File: src/rtl/tmr0_prescaler_if.sv
// Purpose : signal bundle between the core (OPTION/W/strobes) and Timer0.
// Latency : n/a (wires only).
// Backpressure: none; every strobe is a single-cycle pulse that is always accepted.
//
// Ports (master = core side, slave = timer side):
//   OPTION, OPTION_wr, W, TMR0_wr, CLRWDT, T0CKI, WDT_tick_in  -> timer
//   TMR0, TMR0_ovf, WDT_tick                                    <- timer
//   T0IF_clr -> timer, T0IF <- timer      (only with TMR0_OVF_FLAG_EN)
interface tmr0_prescaler_if;
  logic [7:0] OPTION;
  logic       OPTION_wr;
  logic [7:0] W;
  logic       TMR0_wr;
  logic       CLRWDT;
  logic       T0CKI;
  logic       WDT_tick_in;
  logic [7:0] TMR0;
  logic       TMR0_ovf;
  logic       WDT_tick;
`ifdef TMR0_OVF_FLAG_EN
  logic       T0IF_clr;
  logic       T0IF;
`endif

  modport master (
    output OPTION, OPTION_wr, W, TMR0_wr, CLRWDT, T0CKI, WDT_tick_in,
`ifdef TMR0_OVF_FLAG_EN
    output T0IF_clr,
    input  T0IF,
`endif
    input  TMR0, TMR0_ovf, WDT_tick
  );

  modport slave (
    input  OPTION, OPTION_wr, W, TMR0_wr, CLRWDT, T0CKI, WDT_tick_in,
`ifdef TMR0_OVF_FLAG_EN
    input  T0IF_clr,
    output T0IF,
`endif
    output TMR0, TMR0_ovf, WDT_tick
  );
endinterface

File: src/rtl/tmr0_prescaler.sv
// Purpose : Timer0 with shared 8-bit prescaler (TMR0 or WDT), decoded from OPTION.
// Latency : internal tick -> TMR0 next edge; T0CKI edge -> TMR0 after SYNC_STAGES+1 edges.
// Backpressure: none; writes and strobes always accepted, TMR0 writes inhibit counting.
//
// Ports: clk, rst (async, active-high); bus (tmr0_prescaler_if.slave).
// Optional feature macro: TMR0_OVF_FLAG_EN adds the sticky T0IF flag with T0IF_clr.
module tmr0_prescaler #(
  parameter int SYNC_STAGES = 2,  // T0CKI synchronizer depth, must be >= 2
  parameter int INHIBIT_CYC = 2   // increments dropped after a TMR0 write
) (
  input  logic clk,
  input  logic rst,
  tmr0_prescaler_if.slave bus
);

  localparam int CW = (INHIBIT_CYC < 1) ? 1 : $clog2(INHIBIT_CYC + 1);

  logic [SYNC_STAGES-1:0] sync_q, sync_d;
  logic                   edge_q, edge_d;
  logic [7:0]             pre_q, pre_d;
  logic [7:0]             tmr_q, tmr_d;
  logic [CW-1:0]          inh_q, inh_d;
  logic                   ovf_q, ovf_d;
  logic                   wdt_q, wdt_d;

  logic       t0cs, t0se, psa;
  logic [2:0] ps;
  logic       sync_last, ext_ev, src_ev, tmr_tick;
  logic [7:0] mask_tmr, mask_wdt;
  logic       pre_full_tmr, pre_full_wdt, pre_inc, pre_clr;
  logic       unused_option;

  assign t0cs = bus.OPTION[5];
  assign t0se = bus.OPTION[4];
  assign psa  = bus.OPTION[3];
  assign ps   = bus.OPTION[2:0];
  assign unused_option = ^bus.OPTION[7:6];

  always_comb begin
    sync_d    = {sync_q[SYNC_STAGES-2:0], bus.T0CKI};
    sync_last = sync_q[SYNC_STAGES-1];
    edge_d    = sync_last;
    // edge_q holds the previous synchronized level; compare against it for the edge
    ext_ev    = t0se ? (~sync_last & edge_q) : (sync_last & ~edge_q);
    src_ev    = t0cs ? ext_ev : 1'b1;

    // Low PS+1 bits for TMR0 (1:2..1:256), low PS bits for WDT (1:1..1:128)
    mask_tmr     = 8'hFF >> (3'd7 - ps);
    mask_wdt     = 8'h7F >> (3'd7 - ps);
    pre_full_tmr = &(pre_q | ~mask_tmr);
    pre_full_wdt = &(pre_q | ~mask_wdt);

    tmr_tick = psa ? src_ev : (src_ev & pre_full_tmr);
    pre_inc  = psa ? bus.WDT_tick_in : src_ev;
    pre_clr  = bus.OPTION_wr | (bus.TMR0_wr & ~psa) | (bus.CLRWDT & psa);

    pre_d = pre_q;
    if (pre_clr)      pre_d = 8'h00;
    else if (pre_inc) pre_d = pre_q + 8'd1;

    // With the prescaler on TMR0 the watchdog runs unprescaled
    wdt_d = bus.WDT_tick_in & (~psa | pre_full_wdt);

    tmr_d = tmr_q;
    inh_d = inh_q;
    ovf_d = 1'b0;
    if (bus.TMR0_wr) begin
      tmr_d = bus.W;
      inh_d = CW'(INHIBIT_CYC);
    end else if (inh_q != '0) begin
      inh_d = inh_q - 1'b1;
    end else if (tmr_tick) begin
      tmr_d = tmr_q + 8'd1;
      ovf_d = (tmr_q == 8'hFF);
    end
  end

  always_ff @(posedge clk or posedge rst) begin
    if (rst) begin
      sync_q <= '0;
      edge_q <= 1'b0;
      pre_q  <= 8'h00;
      tmr_q  <= 8'h00;
      inh_q  <= '0;
      ovf_q  <= 1'b0;
      wdt_q  <= 1'b0;
    end else begin
      sync_q <= sync_d;
      edge_q <= edge_d;
      pre_q  <= pre_d;
      tmr_q  <= tmr_d;
      inh_q  <= inh_d;
      ovf_q  <= ovf_d;
      wdt_q  <= wdt_d;
    end
  end

  assign bus.TMR0     = tmr_q;
  assign bus.TMR0_ovf = ovf_q;
  assign bus.WDT_tick = wdt_q;

`ifdef TMR0_OVF_FLAG_EN
  logic t0if_q, t0if_d;

  // Set beats a same-cycle clear so an overflow is never lost
  always_comb begin
    t0if_d = t0if_q;
    if (ovf_q)             t0if_d = 1'b1;
    else if (bus.T0IF_clr) t0if_d = 1'b0;
  end

  always_ff @(posedge clk or posedge rst) begin
    if (rst) t0if_q <= 1'b0;
    else     t0if_q <= t0if_d;
  end

  assign bus.T0IF = t0if_q;
`endif

endmodule

File: src/flat_wrapper.sv
// flat-port wrapper written by rule: the top's interface ports become plain ports
module tmr0_prescaler_flat 
#(
  parameter int SYNC_STAGES = 2,                                           
  parameter int INHIBIT_CYC = 2                                           
)
  (clk, rst, bus_OPTION, bus_OPTION_wr, bus_W, bus_TMR0_wr, bus_CLRWDT, bus_T0CKI, bus_WDT_tick_in, bus_TMR0, bus_TMR0_ovf, bus_WDT_tick);
  tmr0_prescaler_if bus_i ();
  input  logic clk;
  input  logic rst;
  input wire logic [$bits(bus_i.OPTION)-1:0] bus_OPTION;
  input wire logic [$bits(bus_i.OPTION_wr)-1:0] bus_OPTION_wr;
  input wire logic [$bits(bus_i.W)-1:0] bus_W;
  input wire logic [$bits(bus_i.TMR0_wr)-1:0] bus_TMR0_wr;
  input wire logic [$bits(bus_i.CLRWDT)-1:0] bus_CLRWDT;
  input wire logic [$bits(bus_i.T0CKI)-1:0] bus_T0CKI;
  input wire logic [$bits(bus_i.WDT_tick_in)-1:0] bus_WDT_tick_in;
  output wire logic [$bits(bus_i.TMR0)-1:0] bus_TMR0;
  output wire logic [$bits(bus_i.TMR0_ovf)-1:0] bus_TMR0_ovf;
  output wire logic [$bits(bus_i.WDT_tick)-1:0] bus_WDT_tick;
  assign bus_i.OPTION = bus_OPTION;
  assign bus_i.OPTION_wr = bus_OPTION_wr;
  assign bus_i.W = bus_W;
  assign bus_i.TMR0_wr = bus_TMR0_wr;
  assign bus_i.CLRWDT = bus_CLRWDT;
  assign bus_i.T0CKI = bus_T0CKI;
  assign bus_i.WDT_tick_in = bus_WDT_tick_in;
  assign bus_TMR0 = bus_i.TMR0;
  assign bus_TMR0_ovf = bus_i.TMR0_ovf;
  assign bus_WDT_tick = bus_i.WDT_tick;
  tmr0_prescaler #(.SYNC_STAGES(SYNC_STAGES), .INHIBIT_CYC(INHIBIT_CYC)) u_core (.clk(clk), .rst(rst), .bus(bus_i));
endmodule
File: config.mk
export PLATFORM = sky130hd
export DESIGN_NAME = tmr0_prescaler_flat
export DESIGN_NICKNAME = d
export VERILOG_FILES = /design/src/rtl/tmr0_prescaler_if.sv /design/src/rtl/tmr0_prescaler.sv /design/src/flat_wrapper.sv
export SDC_FILE = /design/constraint.sdc
export NUM_CORES = 1
export LEC_CHECK = 0
export CORE_ASPECT_RATIO = 0.6
export CORE_MARGIN = 3
export CORE_UTILIZATION = 49
export CTS_CLUSTER_DIAMETER = 40
export DETAILED_ROUTE_END_ITERATION = 10
export GPL_TIMING_DRIVEN = 1
export PLACE_DENSITY = 0.84
export SYNTH_ARGS = -nofsm -noshare
export SYNTH_HDL_FRONTEND = slang
export SYNTH_SLANG_ARGS = --single-unit
File: constraint.sdc
create_clock -name clk -period 2.94 [get_ports clk]
set_clock_uncertainty 0.1 [all_clocks]
set_input_delay 0.294 -clock clk [delete_from_list [all_inputs] [get_ports clk]]
set_output_delay 0.294 -clock clk [all_outputs]
set_load 0.05 [all_outputs]
==> flow_summary.ini <==
[global_routing]
grt_pass1_vias = 1019
grtUsageTotal = 0.183
grt_pass1_wl_um = 4730
grt_overflow = 0
grt_max_degree = 24
antenna_found_initial = 0

[synthesis]
synth_common_cells = 23 x dfrtp_1, 13 x nand2_1, 12 x nor2_1
syn-num-nets = 172
ys_seq_area_frac = 0.419
synth_ff_type = dfrtp_1
yosys_warnings = 0
syn_area_per_cell_um2 = 9.40
yosys-top-cells-area = dfrtp_1 42%, xor2_1 3.8%, nand2_1 3.6%
postSynth.asyncResetShare = 1.00
synth_cells = 146
ys_ff_latch = 23
synth_edf_count = 0
synth.distinct_cells = 43
yosys.area.top_type = dfrtp_1
syn_area_um2 = 1370
netlist.area_leader.share = 0.419
synth.most_common_cell = dfrtp_1

[status]
status = completed

[timing]
drv_slew = 0
hold_viol_final = 0
tightest_slew_ns = 0.849
fin_setup_tns_ns = 0
setup_viol = 0
slew-limit-headroom = 0.434
setup_ws_ns = 0.738
min_period_over_period = 0.749
whs_ns = 0.253
max_freq_mhz = 454
rsz0062_at_grt = no
min_period_ns = 2.20

[cts]
post_cts_buffers = 0
cts_tree = built
htree_num_levels = 1
clkTransAtPathRegs_ns = 0.08
clkSinkCount = 23
cts_resized = 0
clockBufferDepth = 2
root_buffer = clkbuf_8
ctsHoldBuffers = 0
numCtsBuffers = 3
insertion_delay_ns = 0.27

[floorplan]
core_area_um2 = 2590
die-height_um = 47.0
die_x_um = 74.3
start_util = 0.529
die_area_um2 = 3490
pin_count = 33
rows = 14

[setup_path]
reg2regPathDepth = 6
path_buf_inv = 1
cp.arrival_ns = 2.25
cp_cell_sequence = clkdlybuf4s50_1 > and2b_1 > o21ai_1 > a221o_2 > o21ai_4 > mux2_4 > mux2_2
r2r-start = u_core.edge_q
critPathMaxStageDelay_ns = 0.50
cp.required_ns = 2.99
path_max_fanout = 7
startpoint_type = input pin
rrSetupSlack_ns = 0.83
crit_type = input pin to flip-flop
r2r-end = u_core.bus.TMR0[1]
cp-end-kind = flip-flop
slowest_stage = clkdlybuf4s50_1
critPathTopFamily = compound AO/OA/AOI/OAI gates

[routing]
via_per_inst = 5.46
drtIter0Drc = 97
wl_met3_um = 152
dr_wl_met2_um = 1500
avgRoutedWirePerCell_um = 14.6
via_count = 1142
drc = 0
drt-pass1-iter-count = 5
highest_layer = met3
wl_met1_um = 1400
detail_route.wirelength_um = 3050
antenna_left = 0

[worst_hold_path]
min_from = u_core.sync_q[0]
holdPathStages = 0
min_to = u_core.sync_q[1]
hold_class = flip-flop to flip-flop

[layout]
design_area_um2 = 1750
final_nets = 204
instances_no_fill = 209
num_antenna_cells = 0
drive_gt1_frac = 0.0904
synthToLayoutAreaGrowth_pct = 27.2
postLayoutCoreUtil = 0.673

[place]
gp_congestion = 0.831
io_buffers = 30
hpwl_um = 2410
dpl_cell_area_um2 = 1700
place_ws_ns = 0.472
dp_cells = 205

[power_and_ir_drop]
p_per_area_nw_per_um2 = 511
vdd_drop_max_mv = 0.255
cellLeakagePower_nw = 0.706
fin_total_pwr_mw = 0.891

[flow_run]
drv_cap = 0
[power breakdown]
group | switching, mW | internal, mW
registers | 0.0341 | 0.350
clock network | 0.0994 | 0.0968
logic | 0.178 | 0.133
total | 0.311 | 0.580
[routing by layer]
metal  vias to the layer above  global-route usage
li1                        571                   -
met1                       538               0.246
met2                        33               0.305
met3                         0              0.0491
met4                         0              0.0355
met5                         -                   0
[layout by cell type, fill, tap and decap left out, drive strengths merged, types with 4 or more instances in the layout]
cell type,count
clkdlybuf4s50,30
dfrtp,23
nand2,15
nor2,12
o21ai,12
inv,11
a21oi,7
xor2,6
nor2b,5
nand3,5
nand4,4
nor3,4
clkbuf,4
[sequential cells by signal (all words and copies together), names as in the netlist]
register,count
u_core.bus.TMR0,8
u_core.bus.TMR0_ovf,1
u_core.bus.WDT_tick,1
u_core.edge_q,1
u_core.inh_q,2
u_core.pre_q,8
u_core.sync_q,2
[cell type report]
type / count / area, um2
Clock buffer: 4 / 45.0
Fill cell: 203 / 847
Inverter: 11 / 41.3
Multi-Input combinational cell: 108 / 736
Sequential cell: 23 / 576
Tap cell: 32 / 40.0
Timing Repair Buffer: 31 / 308
[logic make-up (layout without fill, tap and decap cells)]
kind of cell	count (synthesis)	in the layout	synth area share
xor gates and xnor gates	9	9	0.0574
and+or+nand+nor	58	58	0.223
DFF	23	23	0.419
adders and majority gates	3	3	0.0274
AOI/OAI and AO/OA	33	33	0.187
muxes	5	5	0.0410
buffers and inverters	15	46	0.0447
[worst max-delay path by stage]
stage	from	to	slack, ns	depth (start not counted)
after floorplan	u_core.edge_q	u_core.bus.TMR0[1]	0.86	6
after global placement	bus_OPTION[0]	u_core.bus.TMR0[1]	0.51	7
after detailed placement	bus_OPTION[0]	u_core.bus.TMR0[1]	0.47	7
after CTS	bus_OPTION[0]	u_core.bus.TMR0[1]	0.75	7
after global routing	bus_OPTION[0]	u_core.bus.TMR0[1]	0.67	7
final	bus_OPTION[0]	u_core.bus.TMR0[1]	0.74	7
(Power assumes the default switching activity.)
